$ cat src/rtl/alu_share_arbiter.sv
// alu_share_arbiter: round-robin sharing of one ALU between two requesters via a two-stage registered pipeline
module alu_share_arbiter #(
  parameter int DATA_W = 32,
  parameter int OP_W = 4
) (
  input  logic              clk,
  input  logic              reset,
  input  logic              hold,
  input  logic              req0_valid,
  output logic              req0_ready,
  input  logic [DATA_W-1:0] req0_a,
  input  logic [DATA_W-1:0] req0_b,
  input  logic [OP_W-1:0]   req0_op,
  input  logic              req1_valid,
  output logic              req1_ready,
  input  logic [DATA_W-1:0] req1_a,
  input  logic [DATA_W-1:0] req1_b,
  input  logic [OP_W-1:0]   req1_op,
  output logic [DATA_W-1:0] alu_data1,
  output logic [DATA_W-1:0] alu_data2,
  output logic [OP_W-1:0]   alu_op,
  input  logic [DATA_W-1:0] alu_result,
  input  logic              alu_zero,
  output logic              rsp_valid,
  output logic              rsp_id,
  output logic [DATA_W-1:0] rsp_result,
  output logic              rsp_zero,
  output logic              busy
);
  logic              gnt0, gnt1;
  logic              ptr_q, ptr_d;
  logic              s1_valid_q, s1_valid_d;
  logic              s1_id_q, s1_id_d;
  logic [DATA_W-1:0] d1_q, d1_d, d2_q, d2_d;
  logic [OP_W-1:0]   op_q, op_d;
  logic              rsp_valid_q, rsp_valid_d;
  logic              rsp_id_q, rsp_id_d;
  logic [DATA_W-1:0] rsp_result_q, rsp_result_d;
  logic              rsp_zero_q, rsp_zero_d;
  always_comb begin
    gnt0 = !reset && !hold && req0_valid && (!req1_valid || !ptr_q);
    gnt1 = !reset && !hold && req1_valid && (!req0_valid || ptr_q);
    ptr_d = gnt0 ? 1'b1 : gnt1 ? 1'b0 : ptr_q;
    s1_valid_d = gnt0 || gnt1;
    s1_id_d = gnt1 ? 1'b1 : gnt0 ? 1'b0 : s1_id_q;
    d1_d = gnt0 ? req0_a : gnt1 ? req1_a : d1_q;
    d2_d = gnt0 ? req0_b : gnt1 ? req1_b : d2_q;
    op_d = gnt0 ? req0_op : gnt1 ? req1_op : op_q;
    rsp_valid_d = s1_valid_q;
    rsp_id_d = s1_valid_q ? s1_id_q : rsp_id_q;
    rsp_result_d = s1_valid_q ? alu_result : rsp_result_q;
    rsp_zero_d = s1_valid_q ? alu_zero : rsp_zero_q;
  end
  always_ff @(posedge clk) begin
    if (reset) begin
      ptr_q <= 1'b0;
      s1_valid_q <= 1'b0;
      s1_id_q <= 1'b0;
      d1_q <= '0;
      d2_q <= '0;
      op_q <= '0;
      rsp_valid_q <= 1'b0;
      rsp_id_q <= 1'b0;
      rsp_result_q <= '0;
      rsp_zero_q <= 1'b0;
    end else begin
      ptr_q <= ptr_d;
      s1_valid_q <= s1_valid_d;
      s1_id_q <= s1_id_d;
      d1_q <= d1_d;
      d2_q <= d2_d;
      op_q <= op_d;
      rsp_valid_q <= rsp_valid_d;
      rsp_id_q <= rsp_id_d;
      rsp_result_q <= rsp_result_d;
      rsp_zero_q <= rsp_zero_d;
    end
  end
  assign req0_ready = gnt0;
  assign req1_ready = gnt1;
  assign alu_data1 = d1_q;
  assign alu_data2 = d2_q;
  assign alu_op = op_q;
  assign rsp_valid = rsp_valid_q;
  assign rsp_id = rsp_id_q;
  assign rsp_result = rsp_result_q;
  assign rsp_zero = rsp_zero_q;
  assign busy = s1_valid_q || rsp_valid_q;
endmodule

$ cat config.mk
export PLATFORM = sky130hd
export DESIGN_NAME = alu_share_arbiter
export DESIGN_NICKNAME = d
export VERILOG_FILES = /design/src/rtl/alu_share_arbiter.sv
export SDC_FILE = /design/constraint.sdc
export NUM_CORES = 1
export LEC_CHECK = 0
export ABC_AREA = 0
export CELL_PAD_IN_SITES_DETAIL_PLACEMENT = 2
export CELL_PAD_IN_SITES_GLOBAL_PLACEMENT = 2
export CORE_ASPECT_RATIO = 0.8
export CORE_MARGIN = 5
export CORE_UTILIZATION = 20
export DETAILED_ROUTE_END_ITERATION = 7
export GPL_TIMING_DRIVEN = 0
export PLACE_DENSITY_LB_ADDON = 0.25
export SETUP_SLACK_MARGIN = 0.5
export SLEW_MARGIN = 40
export SYNTH_ARGS = -nofsm -noshare
export SYNTH_HDL_FRONTEND = slang
export SYNTH_SLANG_ARGS = --single-unit
$ cat constraint.sdc
create_clock -name clk -period 1.63 [get_ports clk]
set_input_delay 0.163 -clock clk [delete_from_list [all_inputs] [get_ports clk]]
set_output_delay 0.163 -clock clk [all_outputs]
set_load 0.005 [all_outputs]
==> results.ini, run 1 <==
[outcome]
outcome=finished clean

[sta]
slew_headroom_pct=51.5
fmax_mhz=633
min_period_ps=1580
hold_viol=0
worst_pin_slew_ps=727
skew_ps=11.5
drv_slew=0
min_period_over_period_pct=96.9
rsz0062_at_grt=true
setup_viol_count_final=0

[cts]
clk_pin_slew_ps=80
htreeDepth=3
cts_root_buf=clkbuf_16
cts.sinks=106
cts_hold_buffers=0
numCtsBuffers=9
cts_tree=yes
cts.path.max_buffers=2
clk_latency_ps=350

[hold_path]
hold_path.class=in -> reg

[detailed_routing]
vias_per_cell=4.95
wl_um=26700
vias=5796
wl_per_cell_um=22.8
wl_met1_um=11600
wl_met3_um=1950
ant_nets=0
route.met2.wl_um=12700
highest-signal-layer=met5
first_pass_iters=4
drc_errors=0
drt_iter0_markers=182

[pwr]
peakVddDrop_mv=0.424
power_density_nw_per_um2=745
total_leakage_power_nw=3.26

[grt]
grt_first_pass_wirelength_um=39700
grt_pass1_vias=6525
overflow=0
grt_max_degree=20
grt_usage_pct=18.6
antenna_found_initial=4

[run]
maxCapViolCount=0

[critical_path]
crit_required_ps=1850
critPathCaptureType=flip-flop
arrival_ps=1800
crit_path_start_kind=flip-flop
critPathKind=reg -> reg
critPathMaxFanout=10

[logic_synthesis]
yosysTopAreaCellShare_pct=44.5
synth_area_leaders=dfxtp_1 (44%), a311oi_1 (11%), nand4_1 (8.9%), a21oi_1 (7.2%), mux2i_1 (7.1%)
synth.cell_area_um2=4770
yosysTopAreaCell=dfxtp_1
syn_inst=537
ys_seq_area_share_pct=44.5
synth_nets=711
synth_cell_type_count=23
yosysWarningCount=0
ys_seq_elements=106
synth_area_per_cell_um2=8.89

[cells_and_area]
fin_area_um2=9130
multiInputGateArea_um2=2650
utilization_pct=38.9
fin_nets=1028
syn_to_final_growth_pct=91.3
nFillCells=2479
stdcell_count=1172
regArea_um2=2200
drive_above_1_share_pct=31.7

[floorplanning]
core-area_um2=23500
fp.dieW_um=183
pin_count=280
rows=50
die_h_um=148
dieArea_um2=27100
start_util_pct=20.3

[placed_design]
gp_congestion=0.826
dpl_cell_area_um2=8040
dp_hpwl_um=19800
dpl.cell_count=1126
portBuffers=277

==> final timing paths <==
path / to / cells after the start / from / slack, ps
setup / recovery: alu_data2[28] / 6 / ptr_q / 50
hold reg to reg: s1_id_q / 2 / s1_id_q / 480
setup reg to reg: alu_data2[28] / 6 / ptr_q / 50
hold / removal: s1_id_q / 3 / reset / 250
==> final cells by class <==
cell class | instances | area share (%)
multi-input cells | 353 | 29.0
diodes | 1 | 0.0274
plain buffers | 76 | 6.91
inverters | 2 | 0.123
flip-flops and latches | 106 | 24.1
repair buffers | 306 | 32.3
well taps | 312 | 4.28
clock buffers | 10 | 2.51
clock inverters | 6 | 0.672
==> per-stage QoR <==
stage / total power [mW] / hold WS [ps] / setup slack [ps] / setup TNS, ps
floorplan: 3.45 / 275 / 275 / 0
global placement: 4.38 / 464 / -561 / -25080
detailed placement: 4.44 / 478 / -587 / -31330
CTS: 6.79 / 237 / 33.8 / 0
global route: 7.13 / 263 / 11.9 / 0
finish: 6.80 / 254 / 50.2 / 0
==> placed cells by master (no fill, tap or decap), types with 2 or more instances in the layout <==
cell type        netlist  routed
mux2i_2                0       4
clkbuf_4               0       7
buf_12                 0       5
clkdlybuf4s15_2        0      11
nand4_1               68      68
buf_2                 16      12
buf_4                  0      30
inv_6                  0       2
a311oi_2              10      17
clkbuf_8               0       4
nor2_1                36      33
clkinvlp_4             0       2
buf_16                 0       2
o21ai_1               10      20
dfxtp_2                0      60
nor2_2                 0       2
o21ai_0               58       8
o21ai_2                0      33
dlygate4sd2_1          0      12
buf_8                  0       6
o21ai_4                0       7
mux2i_1               34      28
dfxtp_1              106      45
mux2i_4                0       2
buf_6                  3      14
a21oi_1               69      69
clkdlybuf4s50_1        0     169
clkbuf_1              53      21
clkbuf_2               0      30
clkbuf_16              0      12
a311oi_1              59      52
clkdlybuf4s15_1        0      56
==> timing repair <==
| item | in CTS | in global routing |
|---|---|---|
| resized for setup | 363 | 162 |
| endpoints found under the setup margin | 207 | 181 |
| setup buffers | 13 | 14 |
| cloned | 2 | 0 |
| pin swaps | 7 | 3 |
==> registers in the layout, summed over array words and instances, names as in the netlist <==
signal	flops
alu_data1	32
rsp_zero	1
rsp_valid_d	1
alu_data2	32
ptr_q	1
alu_op	4
rsp_valid	1
s1_id_q	1
rsp_result	32
rsp_id	1
==> layer usage <==
metal | vias to the layer above | GRT usage (%)
met4 | 6 | 3.75
met2 | 205 | 31.8
met1 | 2843 | 23.2
li1 | 2717 | -
met3 | 25 | 5.92
met5 | - | 0
==> synth_stat cells, drive strengths merged <==
master    n
o211a     1
nand2b    1
o21bai    1
nand2     1
inv       2
a211o     1
and2      1
a21oi    69
nor2     36
mux2i    34
or2       2
nor2b     1
clkbuf   53
buf      23
dfxtp   106
o21ai    68
a311oi   69
nand4    68
==> cells by family (layout without fill, tap and decap cells) <==
logic type,after synthesis,in the layout,synth area share [%]
compound gates,209,209,28.9
simple gates,110,110,12.5
flops,106,106,44.5
buf+inv,78,400,7.03
mux,34,34,7.13
other cells,0,1,0
==> worst max-delay path: stages, from the launching register on <==
cell and delay [ps]:
dfxtp_4 350, a211o_4 350, buf_6 160, buf_8 150
clkbuf_16 180, o21ai_2 140, a311oi_2 110
==> report_power, final <==
| part | switching, mW | internal, mW |
|---|---|---|
| logic | 0.785 | 0.934 |
| clock network | 1.15 | 1.08 |
| registers | 0.0910 | 2.76 |
Note: power is estimated with default switching activity, not from simulation.
==> run 2: changes to the inputs <==
CORE_ASPECT_RATIO = unset   (was 0.8)
SLEW_MARGIN = 15   (was 40)
==> results.ini, run 2 (synthesis gave the netlist of run 1 again) <==
[critical_path]
worstPathCellList=a211o_4, clkbuf_16, nor2_4, buf_6
crit_buf_inv=2  ; -1
cp_slowest_cell=dfxtp_4
critPathMaxFanout=3  ; -7
crit_path_start_kind=flip-flop
critPathKind=reg -> out
critPathCaptureType=primary output
crit_required_ps=1470  ; -380 ps
critical_path.top_delay_family=flip-flops
arrival_ps=1400  ; -400 ps
cpPeakStageDelay_ps=350  ; about the same

[detailed_routing]
first_pass_iters=4  ; unchanged
vias=5792  ; -0.069%
drt_iter0_markers=124  ; -32%
vias_per_cell=4.92  ; -0.58%
drc_errors=0  ; unchanged
wl_um=26300  ; -1.7%
wl_per_cell_um=22.3  ; -2.2%
ant_nets=0  ; unchanged

[sta]
setup_tns_ps=0  ; unchanged
slew_headroom_pct=43.8  ; -7.8 points
rsz0062_at_grt=true
hold_viol=0  ; unchanged
fmax_mhz=638  ; +0.80%
worst_pin_slew_ps=844  ; +117 ps
drv_slew=0  ; unchanged
min_period_ps=1570  ; -12.6 ps
skew_ps=9.71  ; -1.80 ps
setup_viol_count_final=0  ; unchanged
min_period_over_period_pct=96.1  ; -0.77 points

[placed_design]
dp_hpwl_um=19500  ; -1.3%
dpl.cell_count=1133  ; +0.62%
portBuffers=277  ; unchanged
gp_congestion=0.760  ; -8.0%

[run]
maxCapViolCount=0  ; unchanged

[pwr]
p_seq_share_pct=41.9  ; about the same
internal-power_mw=4.88  ; +2.3%
clkPwrFrac_pct=33.0  ; +0.2 points
swShare_pct=28.2  ; -1.6 points
peakVddDrop_mv=0.302  ; -29%
p_switching_mw=1.92  ; -5.5%
power_mw=6.80  ; about the same
power_density_nw_per_um2=744  ; -0.15%
total_leakage_power_nw=3.32  ; +1.7%
combPwrFrac_pct=25.1  ; -0.2 points

[cts]
cts.path.max_buffers=2  ; unchanged
cts.sinks=106  ; unchanged
clk_latency_ps=350  ; about the same
cts_root_buf=clkbuf_16
numCtsBuffers=9  ; unchanged
cts_tree=yes
cts_hold_buffers=0  ; unchanged
htreeDepth=3  ; unchanged
clk_pin_slew_ps=70  ; about the same

[grt]
grt_max_degree=18  ; -10%
grt_usage_pct=18.6  ; -0.087 points
overflow=0  ; unchanged
grt_pass1_vias=6539  ; +0.21%
grt_first_pass_wirelength_um=38900  ; -1.9%
antenna_found_initial=5  ; +1

[cells_and_area]
multiInputGateArea_um2=2650  ; about the same
drive_above_1_share_pct=29.3  ; -2.3 points
final_cell_mix=clkdlybuf4s50_1 (169), a21oi_1 (69), nand4_1 (68)
nFillCells=2525  ; +1.9%
final_common_cell=clkdlybuf4s50_1
syn_to_final_growth_pct=91.6
stdcell_count=1178  ; +0.51%
regArea_um2=2190  ; -0.45%
fin_nets=1026  ; -0.19%

[outcome]
outcome=finished clean

[floorplanning]
start_util_pct=20.3  ; about the same
die_h_um=164  ; +11%
dieArea_um2=27100  ; about the same
fp.dieW_um=164  ; -10%
rows=56  ; +12%
pin_count=280  ; unchanged
core-area_um2=23500  ; about the same

[hold_path]
hold_path.class=in -> reg

run 2: cell count changes in the layout (fill, tap and decap cells not counted), moves of 4 or more:
cell / delta
buf_4: -11
dfxtp_1: +8
clkdlybuf4s15_2: -5
clkdlybuf4s15_1: -6
dfxtp_2: -8
dlygate4sd2_1: +18
o21ai_1: +4
run 2: final cells by class:
class | instances | area share (%)
repair buffers | 304 | 32.3
multi-input cells | 353 | 29.0
flip-flops and latches | 106 | 24.0
plain buffers | 76 | 7.01
well taps | 319 | 4.37
clock buffers | 9 | 2.46
clock inverters | 6 | 0.712
inverters | 2 | 0.123
diodes | 3 | 0.0821
run 2: metal layers:
metal  global-route usage [%]  share of wire [%]  vias up  wire length, um
li1                         -                  -     2720                -
met2                     33.1                 51      203            13400
met1                     21.9                 41     2827            10700
met5                        0               0.18        -               48
met4                     4.95                1.5        8              403
met3                     5.09                6.9       34             1800
run 2: worst paths after layout:
path                      start            end  slack, ps  cells after the start
setup reg to reg          ptr_q   alu_data1[3]         60                      6
setup / recovery          ptr_q     req0_ready         60                      4
hold reg to reg   rsp_result[3]  rsp_result[3]        490                      2
hold / removal       req1_valid          ptr_q        170                      2
run 2: metrics by stage:
step | worst slack, ps | cell area (um^2) | hold slack (ps) | util (%)
final | 62.8 | 9140 | 166 | 38.9
after global routing | 8.70 | 9140 | 162 | 38.9
after CTS | 31.5 | 8940 | 252 | 38.1
after detailed placement | -576 | 8050 | 482 | 34.3
after global placement | -560 | 8050 | 463 | 34.3
after floorplan | 275 | 4870 | 275 | -
run 2: timing repair:
action,in CTS,in global routing
setup buffers,17,6
gates resized for setup,340,142
cloned,3,1
endpoints found under the setup margin,207,182
pin swaps,10,3
run 2: power by group through the flow:
stage | Sequential, mW | Combinational (mW) | Clock (mW)
global route | 2.87 | 1.83 | 2.44
CTS | 2.84 | 1.66 | 2.33
global placement | 2.89 | 1.49 | 0
finish | 2.85 | 1.70 | 2.25
floorplan | 2.89 | 0.558 | 0
detailed placement | 2.89 | 1.54 | 0
==> run 3: changes to the inputs <==
PLACE_DENSITY_LB_ADDON = 0.1   (was 0.25)
==> results.ini, run 3 (synthesis gave the netlist of run 1 again) <==
[critical_path]
crit_path_start_kind=flip-flop
critPathCaptureType=primary output
crit_required_ps=1470  ; about the same
startpoint=ptr_q
arrival_ps=1430  ; +30 ps
reg2reg_from=ptr_q
critPathMaxFanout=3  ; unchanged
critPathKind=reg -> out

[grt]
grt_max_degree=18  ; unchanged
antenna_found_initial=4  ; -1
grt_first_pass_wirelength_um=39000  ; +0.34%
grt_pass1_vias=6508  ; -0.47%
grt_usage_pct=18.6  ; +0.047 points
overflow=0  ; unchanged

[pwr]
p_switching_mw=2.00  ; +4.5%
peakVddDrop_mv=0.376  ; +24%
power_density_nw_per_um2=756  ; +1.7%
p_seq_share_pct=39.5  ; -2.4 points
combPwrFrac_pct=25.3  ; +0.2 points
total_leakage_power_nw=3.50  ; +5.4%
clkPwrFrac_pct=35.2  ; +2.2 points
internal-power_mw=5.19  ; +6.3%
swShare_pct=27.8  ; -0.36 points

[placed_design]
gp_congestion=0.764  ; +0.62%
dpl_cell_area_um2=8050  ; unchanged
portBuffers=277  ; unchanged
dp_hpwl_um=19500  ; +0.14%

[detailed_routing]
ant_nets=0  ; unchanged
first_pass_iters=4  ; unchanged
wl_per_cell_um=22.9  ; +2.5%
vias=5834  ; +0.73%
wl_um=27300  ; +3.7%
drt_iter0_markers=184  ; +48%
drc_errors=0  ; unchanged
vias_per_cell=4.89  ; -0.46%

[cells_and_area]
fin_nets=1041  ; +1.5%
syn_to_final_growth_pct=99.3
final_common_cell=clkdlybuf4s50_1
drive_above_1_share_pct=31.8  ; +2.4 points
utilization_pct=40.5  ; +1.6 points
fin_area_um2=9510  ; +4.1%
nFillCells=2505  ; -0.79%
final_cell_mix=clkdlybuf4s50_1 (169), a21oi_1 (69), nand4_1 (68)

[cts]
cts.sinks=106  ; unchanged
cts_root_buf=clkbuf_16
htreeDepth=3  ; unchanged
clk_latency_ps=360  ; about the same
cts_tree=yes
clk_pin_slew_ps=70  ; about the same
cts_hold_buffers=0  ; unchanged
numCtsBuffers=9  ; unchanged
cts.path.max_buffers=2  ; unchanged

[sta]
min_period_ps=1600  ; +30.3 ps
setup_viol_count_final=0  ; unchanged
fmax_mhz=626  ; -1.9%
min_period_over_period_pct=98.0  ; +1.9 points
drv_slew=0  ; unchanged
hold_ws_ps=154  ; -12.4 ps
skew_ps=11.5  ; +1.83 ps
rsz0062_at_grt=true
slew_headroom_pct=25.6  ; -18 points
worst_pin_slew_ps=1120  ; +272 ps
hold_viol=0  ; unchanged

[run]
maxCapViolCount=0  ; unchanged

[floorplanning]
pin_count=280  ; unchanged
start_util_pct=20.3  ; unchanged
dieArea_um2=27100  ; unchanged
fp.dieW_um=164  ; unchanged
die_h_um=164  ; unchanged
rows=56  ; unchanged
core-area_um2=23500  ; unchanged

[hold_path]
hp-start=req1_valid
hold_path.class=in -> reg

[outcome]
outcome=finished clean

[run 3: timing repair]
action,in CTS,in global routing
pin swaps,6,38
cloned,2,7
buffers inserted,19,14
setup endpoints to repair,207,171
gates resized for setup,326,177
[run 3: final cells by class]
cell class	count	area [um^2]	share of cell area, %
inverters	2	11.3	0.118
clock buffers	11	253	2.66
well taps	319	399	4.20
flip-flops and latches	106	2180	22.9
plain buffers	76	618	6.50
repair buffers	319	3180	33.5
diodes	1	2.50	0.0263
clock inverters	5	82.6	0.868
multi-input cells	353	2780	29.2
[run 3: power groups by stage]
stage | clock [mW] | combinational (mW) | sequential [mW]
after floorplan | 0 | 0.558 | 2.89
after global placement | 0 | 1.50 | 2.88
after detailed placement | 0 | 1.54 | 2.89
after CTS | 2.61 | 1.63 | 2.83
after global routing | 2.71 | 1.94 | 2.86
final | 2.54 | 1.82 | 2.84
[run 3: worst max-delay path: stages, from the launching register on]
cell,delay [ps]
dfxtp_4,350
a211o_4,370
clkbuf_16,160
nor2_4,90
buf_6,110
[run 3: metal layers]
| layer | track usage [%] | part of all wire [%] | up-vias |
|---|---|---|---|
| li1 | - | - | 2757 |
| met2 | 33.9 | 52 | 174 |
| met4 | 4.35 | 0.94 | 8 |
| met1 | 21.4 | 40 | 2874 |
| met5 | 0 | 0.15 | - |
| met3 | 5.44 | 6.8 | 21 |
[run 3: stage by stage]
step	cells	total power, mW	setup slack, ps	TNS, ps
after global routing	1191	7.52	-56.4	-58.8
after detailed placement	1133	4.43	-564	-30270
after CTS	1170	7.08	30.9	0
final	1192	7.19	32.5	0
after floorplan	537	3.45	275	0
after global placement	1133	4.38	-560	-24260
[run 3: path summary, 6_finish.rpt]
path                        to  slack (ps)  cells past startpoint
hold reg to reg        s1_id_q         500                      2
setup reg to reg  alu_data1[6]          50                      6
hold / removal           ptr_q         150                      2
setup / recovery    req0_ready          30                      4
